==> config.mk <==
export PLATFORM = sky130hd
export DESIGN_NAME = box_downsampler
export DESIGN_NICKNAME = d
export VERILOG_FILES = /design/src/rtl/box_downsampler.sv
export SDC_FILE = /design/constraint.sdc
export NUM_CORES = 1
export LEC_CHECK = 0
export CELL_PAD_IN_SITES_DETAIL_PLACEMENT = 1
export CELL_PAD_IN_SITES_GLOBAL_PLACEMENT = 1
export CORE_ASPECT_RATIO = 1.25
export CORE_MARGIN = 5
export CORE_UTILIZATION = 50
export CTS_BUF_LIST = sky130_fd_sc_hd__clkbuf_4
export DETAILED_ROUTE_END_ITERATION = 7
export HOLD_SLACK_MARGIN = 0.08
export PLACE_DENSITY = 0.81
export SLEW_MARGIN = 30
export SYNTH_ARGS = -nofsm -noshare
export SYNTH_HDL_FRONTEND = slang
export SYNTH_SLANG_ARGS = --single-unit
==> constraint.sdc <==
create_clock -name clk -period 3.69 [get_ports clk]
set_input_delay 0.738 -clock clk [delete_from_list [all_inputs] [get_ports clk]]
set_output_delay 0.738 -clock clk [all_outputs]
set_load 0.05 [all_outputs]
==> src/rtl/box_downsampler.sv <==
// Streaming 2x2 box-filter decimator: 4-bit grey raster in, 2-bit raster out at half size.
// Partial sums of even input rows are kept in a half-width line buffer.
module box_downsampler #(
  parameter int unsigned IN_W = 32,
  parameter int unsigned IN_H = 32
) (
  input  logic       clk,
  input  logic       rst,
  input  logic       in_valid,
  output logic       in_ready,
  input  logic [3:0] in_pix,
  input  logic       in_sof,
  output logic       out_valid,
  input  logic       out_ready,
  output logic [1:0] out_pix,
  output logic       out_last
);

  localparam int unsigned CW = (IN_W > 1) ? $clog2(IN_W) : 1;
  localparam int unsigned RW = (IN_H > 1) ? $clog2(IN_H) : 1;
  localparam int unsigned HW = IN_W / 2;
  localparam int unsigned IW = (HW > 1) ? $clog2(HW) : 1;

  logic [CW-1:0] col_q, col_d, cur_col;
  logic [RW-1:0] row_q, row_d, cur_row;
  logic [3:0]    pair_q;
  logic [4:0]    linebuf [HW];
  logic          beat, store, produce, at_col_end, at_row_end;
  logic [IW-1:0] lb_idx;
  logic [4:0]    lb_rd, pair_sum;
  logic [5:0]    sum_rnd;

  // The output register is single-entry: stall only while it is full and not draining.
  assign in_ready = !(out_valid && !out_ready);
  assign beat     = in_valid && in_ready;

  // in_sof forces the current beat to position (0,0), abandoning any partial frame.
  assign cur_col = in_sof ? '0 : col_q;
  assign cur_row = in_sof ? '0 : row_q;

  assign at_col_end = (cur_col == CW'(IN_W - 1));
  assign at_row_end = (cur_row == RW'(IN_H - 1));
  assign store      = beat && cur_col[0] && !cur_row[0];
  assign produce    = beat && cur_col[0] && cur_row[0];

  assign lb_idx   = IW'(cur_col >> 1);
  assign lb_rd    = linebuf[lb_idx];
  assign pair_sum = {1'b0, pair_q} + {1'b0, in_pix};
  // Adding 2 before dropping the low two bits rounds the 4-pixel mean to nearest.
  assign sum_rnd  = {1'b0, lb_rd} + {1'b0, pair_sum} + 6'd2;

  always_comb begin
    col_d = col_q;
    row_d = row_q;
    if (beat) begin
      if (at_col_end) begin
        col_d = '0;
        row_d = at_row_end ? '0 : cur_row + RW'(1);
      end else begin
        col_d = cur_col + CW'(1);
        row_d = cur_row;
      end
    end
  end

  always_ff @(posedge clk or posedge rst) begin
    if (rst) begin
      col_q     <= '0;
      row_q     <= '0;
      pair_q    <= '0;
      out_valid <= 1'b0;
      out_pix   <= '0;
      out_last  <= 1'b0;
    end else begin
      col_q <= col_d;
      row_q <= row_d;
      if (beat && !cur_col[0]) begin
        pair_q <= in_pix;
      end
      if (produce) begin
        out_valid <= 1'b1;
        out_pix   <= sum_rnd[5:4];
        out_last  <= at_col_end && at_row_end;
      end else if (out_valid && out_ready) begin
        out_valid <= 1'b0;
        out_last  <= 1'b0;
      end
    end
  end

  // Even rows write, odd rows read, so the ports never collide; no reset needed.
  always_ff @(posedge clk) begin
    if (store) begin
      linebuf[lb_idx] <= pair_sum;
    end
  end

endmodule
==> metrics.cfg <==
[global_route]
grt_max_degree = 19
grt_first_pass_wirelength_um = 17800
antenna_found_initial = 1
grt_pass1_vias = 3340
grt-ovfl-total = 0
track_usage_pct = 22.1

[clock_network]
root_buffer = clkbuf_4
cts_resized = 0
clkSinkCount = 98
cts_buffers = 9
clk_pin_slew_ps = 140
max-clock-path-buffers = 2
ctsHoldBuffers = 0
postCtsSetupRepairBufs = 0
htreeDepth = 3
clock_latency_ps = 450
tritoncts = done

[floorplan]
core_um2 = 9030
die_h_um = 117
start_util_pct = 50.4
fp-row-count = 39
die_w_um = 95.3
die_area_um2 = 11100
ios = 14

[sta]
hold_viol = 0
fin_ws_ps = 253
maxSlewViolCount = 0
min_period_over_period_pct = 93.1
tightest_slew_ps = 743
min_period_ps = 3440
setup_viol_count_final = 0
rsz0062_at_grt = no
fin_worst_skew_ps = 27.4
relSlewSlack_pct = 50.4
fmax_ghz = 0.291

[worst_setup_path]
path_depth = 11
slowest_stage = clkdlybuf4s50_1
path_max_fanout = 4
crit_path_start = in_sof
path_cells = clkdlybuf4s50_1 -> nand2b_1 -> o22ai_1 -> a221oi_1 -> nor2_1 -> a211oi_1 -> ha_1 -> ha_1 -> o2111ai_1 -> nor4b_4 -> mux2_4
path_class = primary input to flop
endpoint_kind = flop
crit-reg2reg-launch = col_q[2]$_DFFE_PP0P_
setup.worst_path.end = out_pix[0]$_DFFE_PP0P_
cp_common_cell = ha_1
critPathArrivalTime_ps = 3790
cpLargestDelayFamily = compound AO/OA/AOI/OAI gates
r2r-end = out_pix[0]$_DFFE_PP0P_
r2r_slack_ps = 390
ff2ff_path_depth = 10
cp_num_buf_inv = 1
start_kind = primary input
crit_required_ps = 4040
crit_path_max_incr_delay_ps = 550

[synthesis]
syn-cell-area_um2 = 4550
syn_area_per_cell_um2 = 13.0
synth_cell_types = 48
ys_seq_elements = 98
synth_area_leader_cell = edfxtp_1
synth_edf_count = 80
async_flop_share_pct = 18.4
yosys_warnings = 0
synth_cells = 351
synth_flop_cell = edfxtp_1
synth.area.top_cells = edfxtp_1 53%, dfrtp_1 9.9%, ha_1 4.1%
ys_seq_area_share_pct = 62.8
syn-num-nets = 376
synth_top_area_share_pct = 52.8

[pwr]
ir_drop_uv = 260
total_leakage_power_uw = 0.00184
power_density_nw_per_um2 = 542
power.total_uw = 2750

[run_status]
status = finished clean

[placement]
detailed_place_hpwl_um = 8220
pre_cts_ws_ps = -215
numPortBuffers = 13
gp_congestion = 0.850
place_area_um2 = 4920
dp.cells = 495

[flow_run]
maxCapViolations = 0

[final_layout]
syn_to_final_growth_pct = 11.8
fin_nets = 408
drive_gt1_share_pct = 16.5
final_cells = 512
nFillCells = 920
stdcell_area_um2 = 5080

[routing]
routed_via_density = 5.91
firstDrtPassIters = 4
drt-wirelength-per-cell_um = 21.8
drc = 0
ant_nets = 0
drt_iter0_drc = 279
routed_wl_um = 11200
vias = 3024

[worst_hold_path]
hold_class = flop to flop
holdPathStages = 1
min_from = row_q[4]$_DFFE_PP0P_

==> synth_stat cells (all sizes together), types with 2 or more instances <==
| cell type | count |
|---|---|
| nor2 | 27 |
| a32o | 2 |
| inv | 14 |
| nand3 | 8 |
| clkbuf | 7 |
| mux2i | 11 |
| nand2 | 25 |
| mux2 | 7 |
| mux4 | 2 |
| edfxtp | 80 |
| or2 | 7 |
| a21o | 2 |
| o21ai | 17 |
| nor3 | 3 |
| ha | 15 |
| and2b | 2 |
| and3 | 3 |
| nor2b | 6 |
| nand3b | 2 |
| o2111ai | 3 |
| dfrtp | 18 |
| a221oi | 2 |
| nor3b | 2 |
| xnor2 | 6 |
| a21oi | 14 |
| o22ai | 20 |
| o31ai | 2 |
| a211oi | 6 |
| buf | 11 |
| nand2b | 5 |
| o211ai | 11 |
==> cell type report <==
cell class / count / area (µm²) / area share (%)
Multi-Input combinational cell: 221 / 1530 / 30.2
Inverter: 14 / 52.6 / 1.03
Tap cell: 123 / 154 / 3.03
Clock inverter: 4 / 70.1 / 1.38
Timing Repair Buffer: 39 / 325 / 6.40
Clock buffer: 12 / 90.1 / 1.77
Antenna cell: 1 / 2.50 / 0.0493
Sequential cell: 98 / 2850 / 56.2
==> cell families (layout without fill, tap and decap cells) <==
| group | after synthesis | after routing | synth area share, % |
|---|---|---|---|
| compound gates | 84 | 84 | 12.1 |
| flops | 98 | 98 | 62.8 |
| mux | 20 | 20 | 5.23 |
| buf+inv | 32 | 69 | 3.52 |
| simple gates | 95 | 95 | 10.7 |
| xor+xnor | 6 | 6 | 1.16 |
| fa+ha+maj | 16 | 16 | 4.57 |
| other cells | 0 | 1 | 0 |
==> routing by layer <==
metal / global-route usage, % / part of all wire [%] / up-vias
met5: 0 / 0 / -
met4: 11.2 / 3.8 / 0
met3: 4.06 / 4.8 / 33
met2: 39.5 / 53 / 98
met1: 25.0 / 39 / 1508
li1: - / - / 1385
==> cell usage in the layout, fill, tap and decap left out, drive strengths merged, types with 12 or more instances in the layout <==
cell           count
nand2             25
clkbuf            12
buf               26
ha                15
dfrtp             18
o22ai             20
a21oi             14
clkdlybuf4s50     13
inv               14
nor2              27
o21ai             17
edfxtp            80
==> stage by stage <==
step	utilization [%]	setup TNS [ps]	hold WS (ps)
after floorplan	-	0	451
after global placement	54.5	0	468
after detailed placement	54.5	-393	484
after CTS	56.2	0	514
after global routing	56.3	0	552
final	56.3	0	504
==> how the worst min path moves through the flow <==
stage / endpoint / slack [ps]
after floorplan: row_q[3]$_DFFE_PP0P_ / 450
after global placement: row_q[4]$_DFFE_PP0P_ / 470
after CTS: row_q[4]$_DFFE_PP0P_ / 510
after global routing: row_q[4]$_DFFE_PP0P_ / 550
final: row_q[4]$_DFFE_PP0P_ / 500
after detailed placement: row_q[4]$_DFFE_PP0P_ / 480
==> sequential cells by signal, indices dropped and copies added, names as in the netlist <==
| signal | cells |
|---|---|
| col_q | 5 |
| row_q | 5 |
| out_pix | 2 |
| pair_q | 4 |
| out_last | 1 |
| linebuf | 80 |
| out_valid | 1 |
==> power by group <==
part	leakage [µW]	internal, µW	switching, µW
clock network	0.0000913	297	338
logic	0.000793	329	453
registers	0.000958	1290	44.1
Note: power is estimated with default switching activity, not from simulation.
